$ cat src/rtl/nexi_intc_pkg.sv
// rtl/nexi_intc_pkg.sv - shared constants for the nexi_intc_wb interrupt controller
package nexi_intc_pkg;

  // Largest source count that fits the 68k autovector levels 1..7
  localparam int MAX_SRC = 7;

  // Width of the encoded interrupt priority level sent to the CPU
  localparam int IPL_W = 3;

  // Register selects, taken from addr_i[4:2]
  localparam logic [2:0] REG_STATUS  = 3'd0;
  localparam logic [2:0] REG_PENDING = 3'd1;
  localparam logic [2:0] REG_ENABLE  = 3'd2;
  localparam logic [2:0] REG_MODE    = 3'd3;
  localparam logic [2:0] REG_SOFT    = 3'd4;

endpackage

$ cat src/rtl/nexi_sync2.sv
// rtl/nexi_sync2.sv - parameterised-width two-flop synchronizer
module nexi_sync2 #(
  parameter int WIDTH = 1
) (
  input  logic             clk,
  input  logic             rst,
  input  logic [WIDTH-1:0] d,
  output logic [WIDTH-1:0] q
);

  logic [WIDTH-1:0] meta;

  // First flop may go metastable; the second gives it a full cycle to settle
  always_ff @(posedge clk) begin
    if (rst) begin
      meta <= '0;
      q    <= '0;
    end else begin
      meta <= d;
      q    <= meta;
    end
  end

endmodule

$ cat src/rtl/nexi_intc_wb.sv
// rtl/nexi_intc_wb.sv - Wishbone interrupt controller driving the 68k IPL; optional NEXI_INTC_SOFT_IRQ_EN
module nexi_intc_wb
  import nexi_intc_pkg::*;
#(
  parameter int         NUM_SRC    = 7,
  parameter logic [6:0] RESET_MODE = 7'h00
) (
  input  logic               clk_i,
  input  logic               rst_i,
  input  logic               cyc_i,
  input  logic               stb_i,
  input  logic               we_i,
  input  logic [4:0]         addr_i,
  input  logic [31:0]        data_i,
  input  logic [3:0]         sel_i,
  output logic [31:0]        data_o,
  output logic               ack_o,
  input  logic [NUM_SRC-1:0] irq_i,
  output logic [IPL_W-1:0]   ipl_o
);

  logic [NUM_SRC-1:0] s_irq;
  logic [NUM_SRC-1:0] s_irq_d;
  logic [NUM_SRC-1:0] irq_rise;
  logic [NUM_SRC-1:0] pending;
  logic [NUM_SRC-1:0] pending_nxt;
  logic [NUM_SRC-1:0] enable;
  logic [NUM_SRC-1:0] mode;
  logic [NUM_SRC-1:0] pend_en;
  logic [NUM_SRC-1:0] w1c_mask;
  logic [NUM_SRC-1:0] soft_mask;
  logic [NUM_SRC-1:0] wr_bits;
  logic [IPL_W-1:0]   ipl_q;
  logic [IPL_W-1:0]   ipl_nxt;
  logic               ack_q;
  logic [31:0]        data_q;
  logic [31:0]        rdata;
  logic               access;
  logic               wr_en;
  logic [2:0]         reg_sel;
  logic               unused_bits;

  assign ack_o  = ack_q;
  assign data_o = data_q;
  assign ipl_o  = ipl_q;

  // Only byte lane 0 carries register data; the rest of the bus is ignored
  assign unused_bits = ^{addr_i[1:0], sel_i[3:1], data_i[31:NUM_SRC]};

  // A new access is accepted only while ack is low, so every access costs two cycles
  assign access  = cyc_i & stb_i & ~ack_q;
  assign wr_en   = access & we_i & sel_i[0];
  assign reg_sel = addr_i[4:2];
  assign wr_bits = data_i[NUM_SRC-1:0];

  nexi_sync2 #(
    .WIDTH (NUM_SRC)
  ) u_sync (
    .clk (clk_i),
    .rst (rst_i),
    .d   (irq_i),
    .q   (s_irq)
  );

  assign irq_rise = s_irq & ~s_irq_d;
  assign pend_en  = pending & enable;
  assign w1c_mask = (wr_en && reg_sel == REG_PENDING) ? wr_bits : '0;

`ifdef NEXI_INTC_SOFT_IRQ_EN
  assign soft_mask = (wr_en && reg_sel == REG_SOFT) ? wr_bits : '0;
`else
  assign soft_mask = '0;
`endif

  // Edge bits hold until cleared (a same-cycle set beats the clear); level bits follow s_irq
  always_comb begin
    pending_nxt = (mode & ((pending & ~w1c_mask) | irq_rise))
                | (~mode & s_irq)
                | soft_mask;
  end

  // Highest enabled pending source wins; source k becomes level k+1
  always_comb begin
    ipl_nxt = '0;
    for (int i = 0; i < NUM_SRC; i++) begin
      if (pend_en[i]) begin
        ipl_nxt = IPL_W'(i + 1);
      end
    end
  end

  // Read mux; unmapped offsets and SOFT read as zero
  always_comb begin
    rdata = '0;
    case (reg_sel)
      REG_STATUS: begin
        rdata[NUM_SRC-1:0] = pend_en;
        rdata[8 +: IPL_W]  = ipl_q;
      end
      REG_PENDING: rdata[NUM_SRC-1:0] = pending;
      REG_ENABLE:  rdata[NUM_SRC-1:0] = enable;
      REG_MODE:    rdata[NUM_SRC-1:0] = mode;
      default:     rdata = '0;
    endcase
  end

  // Bus handshake: one-cycle ack with read data captured on the same edge
  always_ff @(posedge clk_i) begin
    if (rst_i) begin
      ack_q  <= 1'b0;
      data_q <= '0;
    end else begin
      ack_q  <= access;
      data_q <= access ? rdata : '0;
    end
  end

  // Configuration registers commit on the edge that raises ack
  always_ff @(posedge clk_i) begin
    if (rst_i) begin
      enable <= '0;
      mode   <= RESET_MODE[NUM_SRC-1:0];
    end else begin
      if (wr_en && reg_sel == REG_ENABLE) begin
        enable <= wr_bits;
      end
      if (wr_en && reg_sel == REG_MODE) begin
        mode <= wr_bits;
      end
    end
  end

  // Pending state, edge-detect history and the registered priority level
  always_ff @(posedge clk_i) begin
    if (rst_i) begin
      s_irq_d <= '0;
      pending <= '0;
      ipl_q   <= '0;
    end else begin
      s_irq_d <= s_irq;
      pending <= pending_nxt;
      ipl_q   <= ipl_nxt;
    end
  end

endmodule

$ cat config.mk
export PLATFORM = sky130hd
export DESIGN_NAME = nexi_intc_wb
export DESIGN_NICKNAME = d
export VERILOG_FILES = /design/src/rtl/nexi_intc_pkg.sv /design/src/rtl/nexi_sync2.sv /design/src/rtl/nexi_intc_wb.sv
export SDC_FILE = /design/constraint.sdc
export NUM_CORES = 1
export LEC_CHECK = 0
export CAP_MARGIN = 20
export CORE_UTILIZATION = 35
export CTS_BUF_LIST = sky130_fd_sc_hd__clkbuf_8 sky130_fd_sc_hd__clkbuf_16
export CTS_CLUSTER_SIZE = 30
export DETAILED_ROUTE_END_ITERATION = 12
export DONT_BUFFER_PORTS = 1
export HOLD_SLACK_MARGIN = 0.15
export PLACE_DENSITY = 0.51
export SETUP_SLACK_MARGIN = 0.05
export SLEW_MARGIN = 20
export SYNTH_ARGS = -nofsm -noshare
export SYNTH_HDL_FRONTEND = slang
export SYNTH_HIERARCHICAL = 1
export SYNTH_SLANG_ARGS = --single-unit
$ cat constraint.sdc
create_clock -name clk_i -period 1.75 [get_ports clk_i]
set_clock_uncertainty 0.2 [all_clocks]
set_input_delay 0.0875 -clock clk_i [delete_from_list [all_inputs] [get_ports clk_i]]
set_output_delay 0.0875 -clock clk_i [all_outputs]
set_load 0.005 [all_outputs]
# After elaboration in Yosys (flattened, before gate mapping)
# Cells that the tools add are included.
# op_classes
n_bitwise	17
eq_ne	3
muxes	9
n_reduce_logical	6
# op_table
operator	count
$and A7 B7 Y7	5
$pmux W7 S4	1
$not A7 Y7	3
$mux W3	6
$or A7 B7 Y7	2
$mux W7	1
$eq A3 B2 Y1 const B	2
$and A1 B1 Y1	4
$eq A3 B1 Y1 const B	1
$logic_and A1 B1 Y1	3
$logic_not A3 Y1	1
$not A1 Y1	3
$reduce_or A3 Y1	1
$reduce_or A2 Y1	1
$mux W1	1
# word_totals
out_inout_bits	36
input_bits	53
elab_cells	46
ff_bits	78

# Longest topological paths before layout
# Gate-level depths: netlist of the first run.
# depth
word_depth	11
ltp_mapped	4
mapped_depth_nobuf	3

# Modules after synthesis
# The synthesis of the first run kept the hierarchy.
# by_module_without_submodules
mod	instances	seq_area_each_um2	cells_per_inst	area_each_um2
nexi_intc_wb	1	840.8	198	1883.1
nexi_sync2	1	280.3	29	407.9

# Worst setup path before layout of the first run
# No wires, ideal clock.
# synth_path
path_kind	reg2reg
from	register ack_q (netlist: ack_o)
to	register mode[0]
t_arrival_ns	1.100
synth_period_minus_slack_ns	1.420
required_time_ns	1.431
path_buffers	1
setup_slack_ns	0.330
stages_incl_launch_ff	5
setup_ns	0.119
path_cell_list	dfxtp_1 -> nand3b_4 -> or3_1 -> buf_6 -> mux2i_1
# synth_between
elab_chain_len	5
# synth_lines
element	line_no	rtl
start, declared	nexi_intc_wb.sv:35	logic ack_q;
start signal, assigned	nexi_intc_wb.sv:113	ack_q <= access;
$not A1 Y1	nexi_intc_wb.sv:51	assign access = cyc_i & stb_i & ~ack_q;
$and A1 B1 Y1	nexi_intc_wb.sv:51	
$and A1 B1 Y1 (2 in series)	nexi_intc_wb.sv:52	assign wr_en = access & we_i & sel_i[0];
$logic_and A1 B1 Y1	nexi_intc_wb.sv:127	if (wr_en && reg_sel == REG_MODE) begin
end signal, assigned	nexi_intc_wb.sv:122	mode <= RESET_MODE[NUM_SRC-1:0];
end signal, assigned	nexi_intc_wb.sv:128	mode <= wr_bits;
end, declared	nexi_intc_wb.sv:28	logic [NUM_SRC-1:0] mode;
# No other way between the ends.
# A chain may end at the register's enable or synchronous reset.

# Worst setup path after layout of the first run
# layout_path
from	register pending[1]
to	register data_q[1] (netlist: data_o[1])
# layout_between
elab_chain_len	2
# layout_lines
element	line_no	rtl
start, declared	nexi_intc_wb.sv:25	logic [NUM_SRC-1:0] pending;
start signal, assigned	nexi_intc_wb.sv:141	pending <= pending_nxt;
$and A7 B7 Y7	nexi_intc_wb.sv:66	assign pend_en = pending & enable;
$pmux W7 S4 (*)	nexi_intc_wb.sv:95	case (reg_sel)
end signal, assigned	nexi_intc_wb.sv:114	data_q <= access ? rdata : '0;
end, declared	nexi_intc_wb.sv:36	logic [31:0] data_q;
# Every way passes the cells marked *; elsewhere a longest branch is shown, timed or not.

==> results of run 1 <==
==> per-layer routing <==
metal | global-route usage | share of wire
met3 | 0.0368 | 0.049
met5 | 0 | 0
met2 | 0.244 | 0.45
met4 | 0.0517 | 0.013
met1 | 0.222 | 0.48
==> cells by family after synthesis <==
kind of cell    share of synthesized area
flops                               0.489
compound gates                     0.0956
buf+inv                             0.104
mux                                0.0612
simple gates                        0.248
other cells                       0.00164
==> worst max path at each step <==
stage | to | slack (ns)
after floorplan | mode[0]$_SDFFE_PP0P_ | 0.33
after global placement | mode[4]$_SDFFE_PP0P_ | 0.25
after detailed placement | mode[3]$_SDFFE_PP0P_ | 0.25
after CTS | mode[3]$_SDFFE_PP0P_ | 0.06
after global routing | data_o[4]$_SDFF_PP0_ | 0.02
final | data_o[1]$_SDFF_PP0_ | 0.18
==> registers in the layout, summed over array words and instances, names as in the netlist <==
register / flops
ack_o: 1
u_sync/q: 7
s_irq_d: 7
u_sync/meta: 7
ipl_o: 3
data_o: 10
pending: 7
mode: 7
enable: 7
==> power groups by stage <==
stage	clock network, mW	logic, mW	registers, mW
after floorplan	0	0.134	1.34
after detailed placement	0	0.0884	1.34
final	0.720	0.213	1.31
after global routing	0.825	0.234	1.32
after CTS	0.754	0.207	1.31
after global placement	0	0.0883	1.34
==> stage by stage <==
stage | hold WS [ns] | util
CTS | 0.162 | 0.449
finish | 0.172 | 0.453
global route | 0.177 | 0.453
detailed placement | -0.0370 | 0.359
global placement | -0.0335 | 0.359
floorplan | -0.0409 | -
==> worst register-to-register path, delay by kind of cell, from the launching register on <==
kind	cells	cell delay, ns
AOI/OAI and AO/OA	1	0.11
buffers and inverters	1	0.56
DFF	1	0.41
and+or+nand+nor	1	0.21
==> repair_timing <==
action | 4_1_cts | 5_1_grt
hold buffers | 45 | 2
hold endpoints to repair | 56 | 3
gates resized for setup | 0 | 7
endpoints found under the setup margin | 0 | 13
==> cell usage in the layout (no fill, tap or decap), types with 2 or more instances in the layout <==
cell,count
sky130_fd_sc_hd__a22o_1,2
sky130_fd_sc_hd__nor3_1,7
sky130_fd_sc_hd__nand2b_1,22
sky130_fd_sc_hd__o22ai_1,7
sky130_fd_sc_hd__inv_1,8
sky130_fd_sc_hd__a21oi_1,3
sky130_fd_sc_hd__a22oi_1,2
sky130_fd_sc_hd__dfxtp_1,55
sky130_fd_sc_hd__a31oi_1,8
sky130_fd_sc_hd__buf_4,3
sky130_fd_sc_hd__buf_12,3
sky130_fd_sc_hd__conb_1,22
sky130_fd_sc_hd__and2_1,3
sky130_fd_sc_hd__mux2i_1,14
sky130_fd_sc_hd__dlymetal6s4s_1,3
sky130_fd_sc_hd__a2bb2oi_1,7
sky130_fd_sc_hd__clkbuf_8,6
sky130_fd_sc_hd__nor2_1,7
sky130_fd_sc_hd__nor2b_2,13
sky130_fd_sc_hd__nand2_1,20
sky130_fd_sc_hd__and2b_1,3
sky130_fd_sc_hd__nor2b_1,5
sky130_fd_sc_hd__dlygate4sd3_1,40
==> layout make-up <==
cell class / count / area [sq um]
repair buffers: 49 / 520
well taps: 77 / 96.3
fillers: 617 / 3470
flip-flops and latches: 56 / 1120
inverters: 7 / 26.3
clock inverters: 2 / 11.3
clock buffers: 6 / 82.6
multi-input cells: 155 / 1020
==> metrics.log, run 1 <==
[metrics] post-CTS clock slew at the launch and capture registers of the worst setup and hold paths: roughly 0.1 ns
[metrics] net count reported at finish: around 330
[metrics] Total Wirelength: between 4000 and 5000 microns
[metrics] proportion of netlist area held by the largest area contributor: 0.489
[metrics] Ys Warns: 6
[metrics] Data required, critical path: between 1.5 and 2 ns
[metrics] dominant cell by count in the synthesized netlist: sky130_fd_sc_hd__dfxtp_1
[metrics] overall die area: 6870 sq um
[metrics] per-cell routed wire length: 14.1 microns
[metrics] reg-to-reg endpoint: data_o[1]$_SDFF_PP0_
[metrics] sequential cell fraction of total power: 0.584
[metrics] register-to-register path setup slack: approximately 0.18 ns
[metrics] slowest stage cell, crit path: sky130_fd_sc_hd__dlygate4sd3_1
[metrics] Clock Root Buffer: sky130_fd_sc_hd__clkbuf_8
[metrics] number of detailed-routing iterations run before antenna repair: 4
[metrics] post-place instance area: 2280 sq um
[metrics] number of enable flip-flop cells after synthesis: 0
[metrics] standby leakage power: 1.16 nW
[metrics] height of the chip: between 80 and 90 microns
[metrics] number of routed nets with antenna violations: 0
[metrics] data arrival time of the critical path: 1.59 ns
[metrics] Hold Crit Class: input pin to register
[metrics] standard cell core area: ~6300 sq um
[metrics] Max FO, Critical Path: 4
[metrics] combined area of all synthesized cells: 2290 sq um
[metrics] R2R depth: 3
[metrics] Clock Sinks: 56
[metrics] top cell type by total area after synthesis: sky130_fd_sc_hd__dfxtp_1
[metrics] worst-case setup slack after placement: between 0.2 and 0.25 ns
[metrics] biggest area contributors in the synthesized netlist: sky130_fd_sc_hd__dfxtp_1 (49%), sky130_fd_sc_hd__buf_4 (7.2%), sky130_fd_sc_hd__mux2i_1 (6.1%)
[metrics] number of antenna violations at the first check in global routing: 0
[metrics] worst path cell trace: o22ai_1 -> dlygate4sd3_1 -> nor3_1
[metrics] number of buffers added for setup after CTS: 0
[metrics] CTS Buf Count: 5
[metrics] FP Rows: 29
[metrics] largest net degree at the start of global routing: 21
[metrics] Reg2Reg Launch Point: pending[1]$_SDFF_PP0_
[metrics] total DRC errors in the routed layout: 0
[metrics] final period demand of the worst path: 1.57 ns
[metrics] Detailed Place HPWL: about 2700 microns
[metrics] hold path depth: 5
[metrics] leading register cell type out of synthesis: sky130_fd_sc_hd__dfxtp_1
[metrics] RSZ-0062 raised after global routing: yes
[metrics] synthesized flop and latch total: 56
[metrics] setup total negative slack: 0 ns
[metrics] overall die width: approximately 83 microns
[metrics] Synth Area per Inst: around 10 sq um
[metrics] HP Start: rst_i
[metrics] kind of critical path: register to register
[metrics] post-route total power: 2.24 mW
[metrics] Internal Power: approximately 1.7 mW
[metrics] run status: finished clean
[metrics] clock tree from TritonCTS: done
[metrics] nature of the critical path endpoint: register
[metrics] Final setup viols: 0
[metrics] Seq/Total Area, Yosys: 0.489
[metrics] Largest stage delay, worst path: roughly 0.56 ns
[metrics] Max Slew Vio Count: 0
[metrics] Worst Setup SP: pending[1]$_SDFF_PP0_
[metrics] Overflow after GRT: 0
[metrics] initial cell density of the core: 0.361
[metrics] vias: 1617
[metrics] final standard cell count with taps included and fillers excluded: ~350
[metrics] Layout area overhead: 25.6%
[metrics] Crit. path cell count: 3
[metrics] Antenna Cells: 0
[metrics] total routing usage reported by global routing: 0.159
[metrics] max_cap viols: 0
[metrics] Iter 0 DRT Violations: 101
[metrics] area of all placed cells without fillers: 2880 sq um
[metrics] number of hold violations in the final report: 0
[metrics] post-synthesis cell type count: 33
[metrics] clock latency at the later pin of the worst-skew pair: 0.31 ns
[metrics] via count of the first global-routing pass: 1618
[metrics] number of levels the H-tree was split into: 2
[metrics] power per cell area: roughly 800 nW/um^2
[metrics] first-pass GRT wire length: 8470 microns
[metrics] final setup slack of the worst path: 0.176 ns
[metrics] Clk pwr share: 0.321
[metrics] Post-Place Cells: slightly below 300
[metrics] cell count after synthesis: approximately 230
[metrics] hold-critical path endpoint: enable[1]$_SDFFE_PP0P_
[metrics] number of buffer and inverter instances along the worst setup path: 1
[metrics] Boundary Pins: 89
[metrics] maximum vdd drop: 0.373 mV
[metrics] final period utilization: 0.899
[metrics] power share of the combinational group: 0.095
[metrics] switching share of power: 0.226
[metrics] cell types with the highest counts after synthesis: sky130_fd_sc_hd__dfxtp_1 (56), sky130_fd_sc_hd__buf_4 (22), sky130_fd_sc_hd__nand2b_1 (22)
[metrics] number of buffers on the longest clock path: 2
[metrics] dominant delay contributor by cell family on the critical path: buffers and inverters
[metrics] via-per-instance ratio: 4.59
[metrics] startpoint type of the worst setup path: register
[metrics] Final Wtd Congestion: 0.707
[metrics] fraction of final layout cells with drive strength greater than 1: 0.116
[metrics] share of flip-flops with an asynchronous set or reset: 0
[metrics] Max Clock Freq: around 0.64 GHz
[metrics] number of buffers inserted by port buffering: 0
[metrics] net switching power: roughly 0.51 mW
(Power assumes the default switching activity.)
==> run 2, diff against run 1 <==
PLACE_DENSITY = 0.52   (was 0.51)
==> run 2 against run 1 <==
Cell area is 1.2% higher. Flip-flop and latch count stayed put. Final cell count is 1.1% higher. Critical endpoint is now ipl_o[1]$_SDFF_PP0_. Highest routed layer unchanged. Worst hold slack worse by 0.028 ns. Critical path type unchanged.
==> metrics.log, run 2 (synthesis results as in run 1) <==
[metrics] Iter 0 DRT Violations: 75
[metrics] number of routed nets with antenna violations: 0
[metrics] Data required, critical path: around 1.8 ns
[metrics] number of buffers on the longest clock path: 2
[metrics] Final setup viols: 0
[metrics] final period demand of the worst path: 1.60 ns
[metrics] standard cell core area: 6350 sq um
[metrics] Detailed Place HPWL: between 2000 and 3000 microns
[metrics] final setup slack of the worst path: about 0.15 ns
[metrics] R2R depth: 4
[metrics] post-CTS clock slew at the launch and capture registers of the worst setup and hold paths: 0.11 ns
[metrics] worst hold slack after final layout: 0.144 ns
[metrics] RSZ-0062 raised after global routing: no
[metrics] Post-Place Cells: ~300
[metrics] vias: about 1600
[metrics] CTS Buf Count: 5
[metrics] worst-case setup slack after placement: around 0.24 ns
[metrics] run status: finished clean
[metrics] final period utilization: 0.917
[metrics] Clock Sinks: 56
[metrics] largest net degree at the start of global routing: 29
[metrics] number of hold violations in the final report: 0
[metrics] Largest stage delay, worst path: roughly 0.54 ns
[metrics] FP Rows: 29
[metrics] slowest stage cell, crit path: sky130_fd_sc_hd__dlygate4sd3_1
[metrics] final standard cell count with taps included and fillers excluded: between 300 and 400
[metrics] standby leakage power: approximately 1.2 nW
[metrics] setup total negative slack: 0 ns
[metrics] Max Clock Freq: between 0.6 and 0.7 GHz
[metrics] clock latency at the later pin of the worst-skew pair: 0.32 ns
[metrics] total DRC errors in the routed layout: 0
[metrics] max_cap viols: 0
[metrics] number of antenna violations at the first check in global routing: 0
[metrics] Antenna Cells: 0
[metrics] most frequent standard cell in the layout excluding fill and tap cells: sky130_fd_sc_hd__dfxtp_1
[metrics] max FFs per register: 10
[metrics] Final Wtd Congestion: roughly 0.71
[metrics] post-layout utilization of the core: 0.459
[metrics] via-per-instance ratio: 4.63
[metrics] kind of critical path: register to register
[metrics] post-route total power: approximately 2.2 mW
[metrics] area of all placed cells without fillers: around 2900 sq um
[metrics] clock tree from TritonCTS: done
[metrics] data arrival time of the critical path: 1.67 ns
[metrics] Boundary Pins: 89
[metrics] Total Wirelength: between 4000 and 5000 microns
[metrics] height of the chip: roughly 83 microns
[metrics] Layout area overhead: 27.1%
[metrics] Max Slew Vio Count: 0
[metrics] number of detailed-routing iterations run before antenna repair: 4
[metrics] net count reported at finish: about 330
[metrics] maximum vdd drop: roughly 0.40 mV
[metrics] first-pass GRT wire length: roughly 8000 microns
[metrics] power per cell area: 772 nW/um^2
[metrics] initial cell density of the core: 0.361
[metrics] post-place instance area: between 2000 and 2500 sq um
[metrics] hold path depth: 5
[metrics] fraction of final layout cells with drive strength greater than 1: 0.111
[metrics] Overflow after GRT: 0
[metrics] per-cell routed wire length: 13.7 microns
[metrics] total routing usage reported by global routing: 0.152
[metrics] overall die area: ~6900 sq um
[metrics] Clock Root Buffer: sky130_fd_sc_hd__clkbuf_8
[metrics] startpoint type of the worst setup path: register
[metrics] number of levels the H-tree was split into: 2
[metrics] overall die width: approximately 83 microns
[metrics] Max FO, Critical Path: 4
[metrics] Hold Crit Class: input pin to register
[metrics] worst path cell trace: a22oi_1 -> nand2_1 -> a21oi_1 -> dlygate4sd3_1
[metrics] nature of the critical path endpoint: register
[metrics] via count of the first global-routing pass: 1608
[metrics] number of buffers inserted by port buffering: 0
[metrics] highest-count cells in the layout ignoring fill and taps: sky130_fd_sc_hd__dfxtp_1 (56), sky130_fd_sc_hd__dlygate4sd3_1 (44), sky130_fd_sc_hd__nand2b_1 (22), sky130_fd_sc_hd__conb_1 (22), sky130_fd_sc_hd__nand2_1 (20)
==> run 2: power breakdown <==
group	internal, mW	total, mW	switching, mW	leakage [nW]
sequential	1.30	1.31	0.0115	0.456
combinational	0.120	0.211	0.0908	0.686
clock	0.285	0.727	0.442	0.0445
total	1.71	2.25	0.544	1.19
==> run 2: timing repair <==
action	in CTS	in global routing
endpoints found under the setup margin	0	7
hold buffers	50	0
setup buffers	0	0
resized for setup	0	5
hold endpoints to repair	56	0
==> run 2: path summary, 6_finish.rpt <==
path	endpoint	slack (ns)	startpoint
setup / recovery	ipl_o[1]$_SDFF_PP0_	0.15	pending[3]$_SDFF_PP0_
hold / removal	pending[1]$_SDFF_PP0_	0.14	rst_i
setup reg to reg	ipl_o[1]$_SDFF_PP0_	0.15	pending[3]$_SDFF_PP0_
hold reg to reg	u_sync/q[6]$_SDFF_PP0_	0.24	u_sync/meta[6]$_SDFF_PP0_
==> run 2: final cells by class <==
type | count | area [sq um]
Fill cell | 621 | 3440
Sequential cell | 56 | 1120
Inverter | 7 | 26.3
Timing Repair Buffer | 53 | 561
Clock inverter | 3 | 21.3
Clock buffer | 5 | 68.8
Multi-Input combinational cell | 155 | 1020
Tap cell | 77 | 96.3
==> run 2: metal layers <==
layer  share of wire  track usage
met5               0            0
met4           0.017       0.0705
met3           0.048       0.0358
met2            0.44        0.242
met1            0.50        0.196
==> run 2: worst max-delay path: cells and delay by family (launching register included) <==
family | cells | cell delay (ns)
buf+inv | 1 | 0.54
flops | 1 | 0.37
compound gates | 2 | 0.37
simple gates | 1 | 0.08
